===== src/rtl/pattern_scan_ctrl.sv =====
// Bit-serial pattern scanner: accepts a byte, shifts it MSB first through a
// pattern history and counts matches. Optional irq logic under PATTERN_SCAN_IRQ_EN.
module pattern_scan_ctrl #(
    parameter int               PAT_W   = 5,
    parameter logic [PAT_W-1:0] PATTERN = 5'b10001,
    parameter int               CNT_W   = 8,
    parameter int               THRESH  = 4
) (
    input  logic             clk,
    input  logic             rst_n,
    input  logic             clear,
    input  logic             in_valid,
    input  logic [7:0]       in_data,
    output logic             in_ready,
    output logic             busy,
    output logic             match_pulse,
    output logic [CNT_W-1:0] match_count,
    input  logic             irq_clr,
    output logic             irq
);

    localparam int                FILL_W    = $clog2(PAT_W + 1);
    localparam logic [FILL_W-1:0] FILL_FULL = FILL_W'(PAT_W);
    localparam logic [FILL_W-1:0] FILL_ARM  = FILL_W'(PAT_W - 1);

    typedef enum logic {
        IDLE  = 1'b0,
        SHIFT = 1'b1
    } state_t;

    state_t             state;
    logic [7:0]         data_q;
    logic [2:0]         bit_idx;
    logic [PAT_W-1:0]   hist;
    logic [FILL_W-1:0]  fill;
    logic [CNT_W-1:0]   cnt;
    logic               pulse_q;

    logic               take;
    logic               shift_bit;
    logic [PAT_W-1:0]   hist_next;
    logic               hit;
    logic               cnt_sat;

    assign in_ready  = (state == IDLE) && !clear && rst_n;
    assign busy      = (state == SHIFT) && rst_n;
    assign take      = in_valid && in_ready;
    assign shift_bit = data_q[bit_idx];
    assign hist_next = PAT_W'({hist, shift_bit});
    // fill counts bits shifted before this one, so the window is full once it reaches PAT_W-1
    assign hit       = (state == SHIFT) && (hist_next == PATTERN) && (fill >= FILL_ARM);
    assign cnt_sat   = &cnt;

    assign match_pulse = pulse_q;
    assign match_count = cnt;

    always_ff @(posedge clk) begin
        if (!rst_n) begin
            state   <= IDLE;
            data_q  <= '0;
            bit_idx <= '0;
            hist    <= '0;
            fill    <= '0;
            cnt     <= '0;
            pulse_q <= 1'b0;
        end else if (clear) begin
            state   <= IDLE;
            bit_idx <= '0;
            hist    <= '0;
            fill    <= '0;
            cnt     <= '0;
            pulse_q <= 1'b0;
        end else begin
            pulse_q <= hit;
            if (hit && !cnt_sat) begin
                cnt <= cnt + CNT_W'(1);
            end
            case (state)
                IDLE: begin
                    if (take) begin
                        data_q  <= in_data;
                        bit_idx <= 3'd7;
                        state   <= SHIFT;
                    end
                end
                SHIFT: begin
                    hist    <= hist_next;
                    bit_idx <= bit_idx - 3'd1;
                    if (fill != FILL_FULL) begin
                        fill <= fill + FILL_W'(1);
                    end
                    if (bit_idx == 3'd0) begin
                        state <= IDLE;
                    end
                end
                default: state <= IDLE;
            endcase
        end
    end

`ifdef PATTERN_SCAN_IRQ_EN
    logic irq_q;
    logic irq_set;

    // clear suppresses the count update, so it also suppresses the irq set
    assign irq_set = hit && !clear && !cnt_sat && ((32'(cnt) + 32'd1) == 32'(THRESH));
    assign irq     = irq_q;

    always_ff @(posedge clk) begin
        if (!rst_n) begin
            irq_q <= 1'b0;
        end else if (irq_set) begin
            irq_q <= 1'b1;
        end else if (irq_clr) begin
            irq_q <= 1'b0;
        end
    end
`else
    localparam int unused_thresh = THRESH;
    logic unused_irq_clr;

    assign unused_irq_clr = irq_clr;
    assign irq            = 1'b0;
`endif

endmodule


===== config.mk =====
export PLATFORM = sky130hd
export DESIGN_NAME = pattern_scan_ctrl
export DESIGN_NICKNAME = d
export VERILOG_FILES = /design/src/rtl/pattern_scan_ctrl.sv
export SDC_FILE = /design/constraint.sdc
export NUM_CORES = 1
export LEC_CHECK = 0
export CORE_MARGIN = 2
export CORE_UTILIZATION = 50
export DETAILED_ROUTE_END_ITERATION = 10
export PLACE_DENSITY = 0.77
export REMOVE_ABC_BUFFERS = 1
export SETUP_SLACK_MARGIN = 0.5
export SLEW_MARGIN = 20
export SYNTH_ARGS = -nofsm -noshare
export SYNTH_HDL_FRONTEND = slang
export SYNTH_SLANG_ARGS = --single-unit

===== constraint.sdc =====
create_clock -name clk -period 3.6 [get_ports clk]
set_input_delay 0.54 -clock clk [delete_from_list [all_inputs] [get_ports clk]]
set_output_delay 0.54 -clock clk [all_outputs]
set_load 0.03 [all_outputs]

==> flow_summary.yaml, run 1 <==
pwr:
  leakage_uw: 0.0005787
  vdd_ir_drop_max_mv: 0.2288
  cellPowerDensity_mw_per_mm2: 356.3
routing:
  viasPerCell: 5.730
  dr_total_vias: 1083
  drt_wl_total_mm: 2.556
  wl_per_cell_um: 13.52
  drc: 0
  drt-pass1-iter-count: 4
  drt_iter0_drc: 19
  ant_nets: 0
yosys:
  async_flop_share: 0
  netlist.area_leader.share: 0.4144
  synth_ff_type: "dfxtp_1"
  ys_top_cells_by_area: "dfxtp_1 41%, mux2i_1 8.1%, ha_1 4.6%"
  synth-edff-count: 0
  syn_area_per_cell_um2: 9.801
  syn_inst: 138
  yosys.area.top_type: "dfxtp_1"
  ys_seq_elements: 28
  synth-seq-area-share: 0.4144
  yosysUniqueCellTypes: 40
  yosys_warnings: 0
  synth_area_mm2: 0.001353
floorplan:
  die_width_um: 56.01
  die_y_um: 56.01
  pin_count: 25
  start_util: 0.5362
  core-area_mm2: 0.002522
  die_area_mm2: 0.003137
  core.rowCount: 18
setup_path:
  required_ps: 3060
  cp-end-kind: "primary output"
  worstSetupPathType: "primary input to primary output"
  critPathLaunchType: "primary input"
  r2r_cells: 4
  rr_startpoint: "state"
  regToRegSetupSlack_ps: 1320
  regToRegEndpoint: "match_count[3]"
  cp_data_arrival_time_ps: 2060
  worstPathMaxFanout: 11
sta:
  relSlewSlack: 0.5222
  fin_crit_sh: 0.7227
  hold_violations: 0
  setup_viol: 0
  clock_skew_ps: 6.330
  min_period_ps: 2602
  slew_violations: 0
  worst_slew_pin_slew_ps: 715.7
  max_freq_mhz: 384.4
  tns_ps: 0
  rsz0062_at_grt: "false"
clock_tree:
  cts_tree: "done"
  clk_pin_slew_worst_paths_ps: 160
  cts_buffers: 3
  clk_latency_ps: 320
  post_cts_resized: 0
  postCtsSetupBuffers: 0
  cts_hold_buf: 0
  clockBufferDepth: 2
  root_buffer: "clkbuf_4"
  cts_max_level: 1
  cts.sinks: 28
cells_and_area:
  nNetsFinal: 178
  fillers: 228
  final_core_util: 0.6528
  antenna_cells: 0
  final_layout_size_suffix_gt1_frac: 0.06918
  area_growth_pct: 21.74
placement:
  gp_congestion: 0.8053
  port_buffers: 22
  hpwl_mm: 1.915
status:
  status: "finished, final reports clean"
flow_run:
  cap_violations: 0
grt:
  overflow: 0
  grt_usage: 0.1713
  grt_max_degree: 22
  grt_pass1_vias: 1026
  grt_pass1_wl_mm: 4.450
  antenna_found_initial: 0
hold_path:
  hold_path_depth: 2
  hp-class: "flop to flop"
  min_to: "match_count[1]"
  hp-start: "match_count[1]"
## cells in the final DEF (no fill, tap or decap), drive strengths merged, types with 2 or more instances in the layout
master         instances
a21oi                  4
inv                    4
and3                   4
nand2                  4
clkdlybuf4s50         22
o21ai                  3
nand3                  3
dfxtp                 28
xnor2                  2
nor2b                  9
a31oi                  5
and2                   2
buf                    2
nand2b                 2
a211oi                 8
clkbuf                 3
mux4                   2
nor3                   7
mux2i                 12
nor2                   9
ha                     5
## state kept, by name, summed over array words and instances (netlist names)
register / flops
hist: 4
bit_idx: 3
state: 1
fill: 3
data_q: 8
match_pulse: 1
match_count: 8
## cell families after synthesis
logic type               synth area share
other                            0.002773
buffers and inverters             0.03422
adder cells (fa/ha/maj)           0.04625
AND/OR/NAND/NOR                    0.2063
multiplexers                       0.1452
flip-flops                         0.4144
XOR/XNOR                          0.01295
AO/OA/AOI/OAI                      0.1378
## layout make-up
| cell class | count | area, um2 | share of cell area |
|---|---|---|---|
| multi-input combinational | 99 | 745.7 | 0.4529 |
| sequential | 28 | 560.5 | 0.3404 |
| timing repair buffer | 24 | 235.2 | 0.1429 |
| tap | 30 | 37.54 | 0.02280 |
| clock inverter | 1 | 30.03 | 0.01824 |
| clock buffer | 3 | 22.52 | 0.01368 |
| inverter | 4 | 15.01 | 0.009119 |
## power by group
| group | internal (uW) | switching (uW) | leakage (uW) |
|---|---|---|---|
| Combinational | 30.7 | 26.1 | 0.000324 |
| Sequential | 316 | 7.90 | 0.000227 |
| Clock | 112 | 93.0 | 0.0000279 |
| Total | 460 | 127 | 0.000579 |
## stage by stage
step	instances	setup slack, ps	cell area [um2]	total power (uW)	hold WS, ps
6_report	189	998.3	1647	586.6	524.9
5_1_grt	189	894.8	1647	609.9	554.9
4_1_cts	189	999.6	1647	592.7	532.3
3_5_place_dp	185	1001	1594	387.8	498.2
3_3_place_gp	185	1029	1594	385.1	489.4
2_1_floorplan	131	1274	1321	362.6	473.6
## worst max-delay path by stage
| stage | startpoint | depth (start not counted) | endpoint | slack, ps |
|---|---|---|---|---|
| final | rst_n | 4 | in_ready | 1000 |
| after detailed placement | rst_n | 4 | in_ready | 1000 |
| after CTS | rst_n | 4 | in_ready | 1000 |
| after global placement | rst_n | 4 | in_ready | 1030 |
| after floorplan | clear | 4 | data_q[0] | 1270 |
| after global routing | rst_n | 4 | in_ready | 890 |
## synth_stat cells, types with 2 or more instances
cell and number:
ha_1 5, clkbuf_1 5, inv_1 4, nor3_1 7, nand3_1 3, xnor2_1 2
a21oi_1 4, dfxtp_1 28, mux4_1 2, mux2i_1 11, and3_1 4, nand2b_1 2
o21ai_0 3, nor2_1 9, nand2_1 4, nor2b_1 9, and2_1 2, a31oi_1 5
a211oi_1 8
## per-layer routing
| metal | share of wire | up-vias | global-route usage | wire (um) |
|---|---|---|---|---|
| met4 | 0.0059 | 0 | 0.04082 | 15 |
| met5 | 0 | - | 0 | 0 |
| met2 | 0.49 | 18 | 0.3160 | 1256 |
| met3 | 0.040 | 2 | 0.02093 | 101 |
| li1 | - | 550 | - | - |
| met1 | 0.46 | 513 | 0.2098 | 1182 |
## critical path, cell delays in order
cell	delay (ps)
clkdlybuf4s50_1	620
nand2b_1	120
nor2_1	100
clkdlybuf4s50_1	680
No activity file was read; power rests on OpenSTA's default activity.
==> run 2: changes to the inputs <==
--- a/config.mk
+++ b/config.mk
@@ -6,9 +6,9 @@
 export NUM_CORES = 1
 export LEC_CHECK = 0
 export CORE_MARGIN = 2
-export CORE_UTILIZATION = 50
+export CORE_UTILIZATION = 46
 export DETAILED_ROUTE_END_ITERATION = 10
-export PLACE_DENSITY = 0.77
+export PLACE_DENSITY = 0.74
 export REMOVE_ABC_BUFFERS = 1
 export SETUP_SLACK_MARGIN = 0.5
 export SLEW_MARGIN = 20
==> constraint.sdc (replaced) <==
create_clock -name clk -period 2.09 [get_ports clk]
set_input_delay 0.3135 -clock clk [delete_from_list [all_inputs] [get_ports clk]]
set_output_delay 0.3135 -clock clk [all_outputs]
set_load 0.03 [all_outputs]
==> run 2 against run 1 <==
Sequential power increased by 71%. Utilization decreased by 1.7 points. Critical path depth increased by 1. Highest routed layer unchanged.
==> flow_summary.yaml, run 2 (same netlist as run 1, synthesis figures left out) <==
cells_and_area:
  antenna_cells: 0
  fin_cells: 198
  fillers: 226
  final_cell_mix: "22 x dfxtp_1, 11 x mux2i_1, 11 x dlygate4sd2_1, 9 x nor2b_1, 9 x clkdlybuf4s50_1"
  multi_input_area_um2: 817.0
  final_core_util: 0.6361
  nNetsFinal: 186
  final_layout_size_suffix_gt1_frac: 0.2275
  seq_area_um2: 573.1
  final_common_cell: "dfxtp_1"
  area_growth_pct: 30.81
pwr:
  p_comb_frac: 0.128
  p_switching_uw: 227.6
  p_int_uw: 715.4
  leakage_uw: 0.0006716
  p_sw_frac: 0.2413
  power.share.sequential: 0.588
  pwr-share-clk: 0.284
  cellPowerDensity_mw_per_mm2: 533.0
  vdd_ir_drop_max_mv: 0.3718
sta:
  rsz0062_at_grt: "true"
  max_freq_mhz: 611.3
  slew_violations: 0
  fin_crit_sh: 0.7827
  min_period_ps: 1636
  worst_slew_pin_slew_ps: 512.3
  worst_slack_ps: 454.1
  clock_skew_ps: 1.284
  relSlewSlack: 0.6569
  holdWs_ps: 464.0
  setup_viol: 0
  hold_violations: 0
setup_path:
  rr_startpoint: "bit_idx[0]"
  r2r_cells: 5
  cp-end-kind: "flop"
  cpPeakStageDelay_ps: 460
  cp_data_arrival_time_ps: 1910
  critPathLaunchType: "flop"
  crit_chain: "mux4_2 -> mux2i_4 -> buf_6 -> or4_1 -> a21oi_1"
  required_ps: 2360
  cp_slowest_cell: "or4_1"
  worstSetupPathType: "flop to flop"
  worstPathMaxFanout: 5
  cp-startpoint: "bit_idx[0]"
routing:
  drt-pass1-iter-count: 4
  viasPerCell: 5.848
  wl_per_cell_um: 15.26
  ant_nets: 0
  dr_total_vias: 1158
  drc: 0
  drt_wl_total_mm: 3.022
  drt_iter0_drc: 62
clock_tree:
  clockBufferDepth: 2
  cts_max_level: 1
  clk_latency_ps: 320
  clk_pin_slew_worst_paths_ps: 150
  cts_hold_buf: 0
  cts_buffers: 3
  cts.sinks: 28
  cts_tree: "done"
  root_buffer: "clkbuf_4"
placement:
  gp_congestion: 0.8854
  place_ws_ps: 202.7
  dp_cells: 189
  hpwl_mm: 2.062
  port_buffers: 22
grt:
  overflow: 0
  grt_usage: 0.1890
  use_met1: 0.2222
  grt_pass1_vias: 1108
  grt_max_degree: 17
  grt_use_met2: 0.3393
  top_usage_layer: "met2"
  met3_usage: 0.02679
  grt_pass1_wl_mm: 4.912
  antenna_found_initial: 0
floorplan:
  die_y_um: 58.23
  start_util: 0.4863
  core.rowCount: 19
  die_area_mm2: 0.003390
  die_width_um: 58.23
  core-area_mm2: 0.002781
  pin_count: 25
hold_path:
  hp-start: "clear"
  hp-class: "primary input to flop"
  hold_path_depth: 4
status:
  status: "finished, final reports clean"
flow_run:
  cap_violations: 0
[run 2: layer usage]
metal / vias to the layer above / routed length (um)
li1: 565 / -
met1: 566 / 1294
met2: 23 / 1619
met3: 4 / 77
met4: 0 / 30
met5: - / 0
[run 2: worst max-delay path, delay by kind of cell (launching register included)]
family | cells | cell delay, ps
simple gates | 1 | 460
compound gates | 1 | 120
mux | 2 | 470
flops | 1 | 390
buf+inv | 1 | 140
[run 2: layout make-up]
| type | instances | area share |
|---|---|---|
| inverters | 4 | 0.008487 |
| clock buffers | 4 | 0.02051 |
| repair buffers | 32 | 0.1634 |
| flip-flops and latches | 28 | 0.3239 |
| well taps | 31 | 0.02192 |
| multi-input cells | 99 | 0.4618 |
[run 2: stage by stage]
stage                     total power, uW  cell area, um2  setup TNS [ps]
after floorplan                     624.6            1321          -77.90
after global placement              666.5            1615               0
after detailed placement            671.5            1615               0
after CTS                           941.6            1745               0
after global routing                984.7            1769               0
final                               943.0            1769               0
[run 2: repair_timing]
item                                    CTS  global route
endpoints found under the setup margin   21             9
resized for setup                        40             6
pin swaps                                 6             4
buffers inserted                          5             0
[run 2: path summary, 6_finish.rpt]
kind | slack, ps | end
setup / recovery | 450 | match_count[3]
hold / removal | 460 | state
setup reg to reg | 450 | match_count[3]
hold reg to reg | 510 | match_count[1]
[run 2: power groups by stage]
stage / sequential [uW] / clock (uW) / combinational (uW)
2_1_floorplan: 566 / 0 / 58.6
3_3_place_gp: 566 / 0 / 101
3_5_place_dp: 566 / 0 / 105
4_1_cts: 554 / 269 / 119
5_1_grt: 557 / 299 / 129
6_report: 555 / 268 / 121
==> run 3: changes to the inputs <==
--- a/config.mk
+++ b/config.mk
@@ -6,9 +6,9 @@
 export NUM_CORES = 1
 export LEC_CHECK = 0
 export CORE_MARGIN = 2
-export CORE_UTILIZATION = 46
+export CORE_UTILIZATION = 50
 export DETAILED_ROUTE_END_ITERATION = 10
-export PLACE_DENSITY = 0.74
+export PLACE_DENSITY = 0.77
 export REMOVE_ABC_BUFFERS = 1
 export SETUP_SLACK_MARGIN = 0.5
 export SLEW_MARGIN = 20
==> constraint.sdc (replaced) <==
create_clock -name clk -period 1.65 [get_ports clk]
set_input_delay 0.2475 -clock clk [delete_from_list [all_inputs] [get_ports clk]]
set_output_delay 0.2475 -clock clk [all_outputs]
set_load 0.03 [all_outputs]
==> run 3 against run 2 <==
The flow now finishes with violations (setup timing). Critical endpoint is now match_count[5]. Non-clock buffer count is 25 higher. Clock skew rose by 1.4 ps. Combinational power up 93%. Cell count is 12% higher. Highest routed layer unchanged. First-iteration DRC count decreased by 18%. Via count up 14%. Cell area up 21%. Routed wire length rose by 39%. Total power grew 30%. Utilization up 21 points.
==> flow_summary.yaml, run 3 (same netlist as run 1, synthesis figures left out) <==
status:
  status: "finished, violations left"
  violations: "setup timing"
pwr:
  p_total_uw: 1228
  vdd_ir_drop_max_mv: 0.6402
  cellPowerDensity_mw_per_mm2: 575.1
  leakage_uw: 0.0008208
routing:
  drc: 0
  wl_per_cell_um: 19.04
  drt_wl_total_mm: 4.208
  drt_iter0_drc: 51
  ant_nets: 0
  viasPerCell: 5.968
  dr_total_vias: 1319
  drt-pass1-iter-count: 4
sta:
  min_period_ps: 1709
  setup_viol: 2
  rsz0062_at_grt: "true"
  fin_crit_sh: 1.036
  clock_skew_ps: 2.656
  slew_violations: 0
  hold_violations: 0
  worst_slack_ps: -58.75
  max_freq_mhz: 585.2
setup_path:
  cp_slowest_cell: "dfxtp_2"
  worstPathMaxFanout: 4
  crit_family: "compound AO/OA/AOI/OAI gates"
  required_ps: 1880
  worstSetupPathType: "flop to flop"
  cpPeakStageDelay_ps: 380
  crit_chain: "nor4b_4 -> o211ai_1 -> buf_4 -> o311ai_1 -> o41ai_1"
  cp_data_arrival_time_ps: 1940
  cp-end-kind: "flop"
  critPathBufInv: 1
  critPathLaunchType: "flop"
clock_tree:
  clk_pin_slew_worst_paths_ps: 150
  cts_max_level: 1
  cts.sinks: 28
  clockBufferDepth: 2
  cts_buffers: 3
  cts_tree: "done"
  clk_latency_ps: 340
  root_buffer: "clkbuf_4"
cells_and_area:
  final_common_cell: "buf_4"
  nNetsFinal: 211
  antenna_cells: 0
  final_cell_mix: "26 x buf_4, 15 x buf_6, 14 x dfxtp_1, 11 x mux2i_1"
  final_area_mm2: 0.002136
  final_layout_size_suffix_gt1_frac: 0.5026
  fin_cells: 221
  area_growth_pct: 57.91
grt:
  met3_usage: 0.04186
  grt_max_degree: 19
  grt_pass1_vias: 1295
  overflow: 0
  grt_use_met2: 0.3983
  use_met1: 0.2698
  top_usage_layer: "met2"
  grt_pass1_wl_mm: 5.727
  grt_usage: 0.2326
  antenna_found_initial: 0
placement:
  hpwl_mm: 2.230
  port_buffers: 22
  gp_congestion: 0.8057
  placed_cell_area_mm2: 0.001702
  dp_cells: 200
floorplan:
  start_util: 0.5362
  core.rowCount: 18
  pin_count: 25
  die_width_um: 56.01
  core-area_mm2: 0.002522
  die_area_mm2: 0.003137
  die_y_um: 56.01
hold_path:
  hp-class: "primary input to flop"
flow_run:
  cap_violations: 0
[run 3: path summary, 6_finish.rpt]
path             startpoint             end  slack [ps]  depth (start not counted)
max                 hist[1]  match_count[5]         -60                          5
min                   clear           state         360                          5
max reg2reg         hist[1]  match_count[5]         -60                          5
min reg2reg  match_count[3]  match_count[3]         510                          2
[run 3: layout make-up]
type	count	area, um2
timing repair buffer	57	543.0
fill	144	386.6
sequential	28	590.6
inverter	4	20.02
tap	30	37.54
clock buffer	3	22.52
multi-input combinational	99	922.1
[run 3: power breakdown]
group,internal [uW],switching (uW)
registers,684,13.7
logic,131,101
clock network,86.3,212
total,902,326
[run 3: tightest hold or removal path: cells and delay by family]
kind            cells  cell delay [ps]
compound gates      2              120
simple gates        1               50
buf+inv             2              260
[run 3: stage by stage]
| step | setup TNS [ps] | utilization | worst slack (ps) | hold WS [ps] |
|---|---|---|---|---|
| after global routing | -399.4 | 0.8467 | -117.1 | 402.4 |
| after global placement | -430.5 | 0.6746 | -66.43 | 490.2 |
| after floorplan | -4134 | - | -383.7 | 375.7 |
| after CTS | 0 | 0.7426 | 32.32 | 496.2 |
| final | -59.76 | 0.8467 | -58.75 | 356.6 |
| after detailed placement | -1030 | 0.6746 | -133.0 | 506.0 |
[run 3: metal layers]
metal  up-vias  share of wire  routed length (um)
met5         -              0                   0
met4         0          0.044                 186
met3        15          0.040                 169
met2        43           0.51                2138
met1       644           0.41                1714
li1        617              -                   -
[run 3: what timing repair did]
action / 4_1_cts / 5_1_grt
pin swaps: 12 / 14
setup buffers: 7 / 11
hold buffers: 0 / 0
endpoints found under the setup margin: 33 / 33
resized for setup: 91 / 46
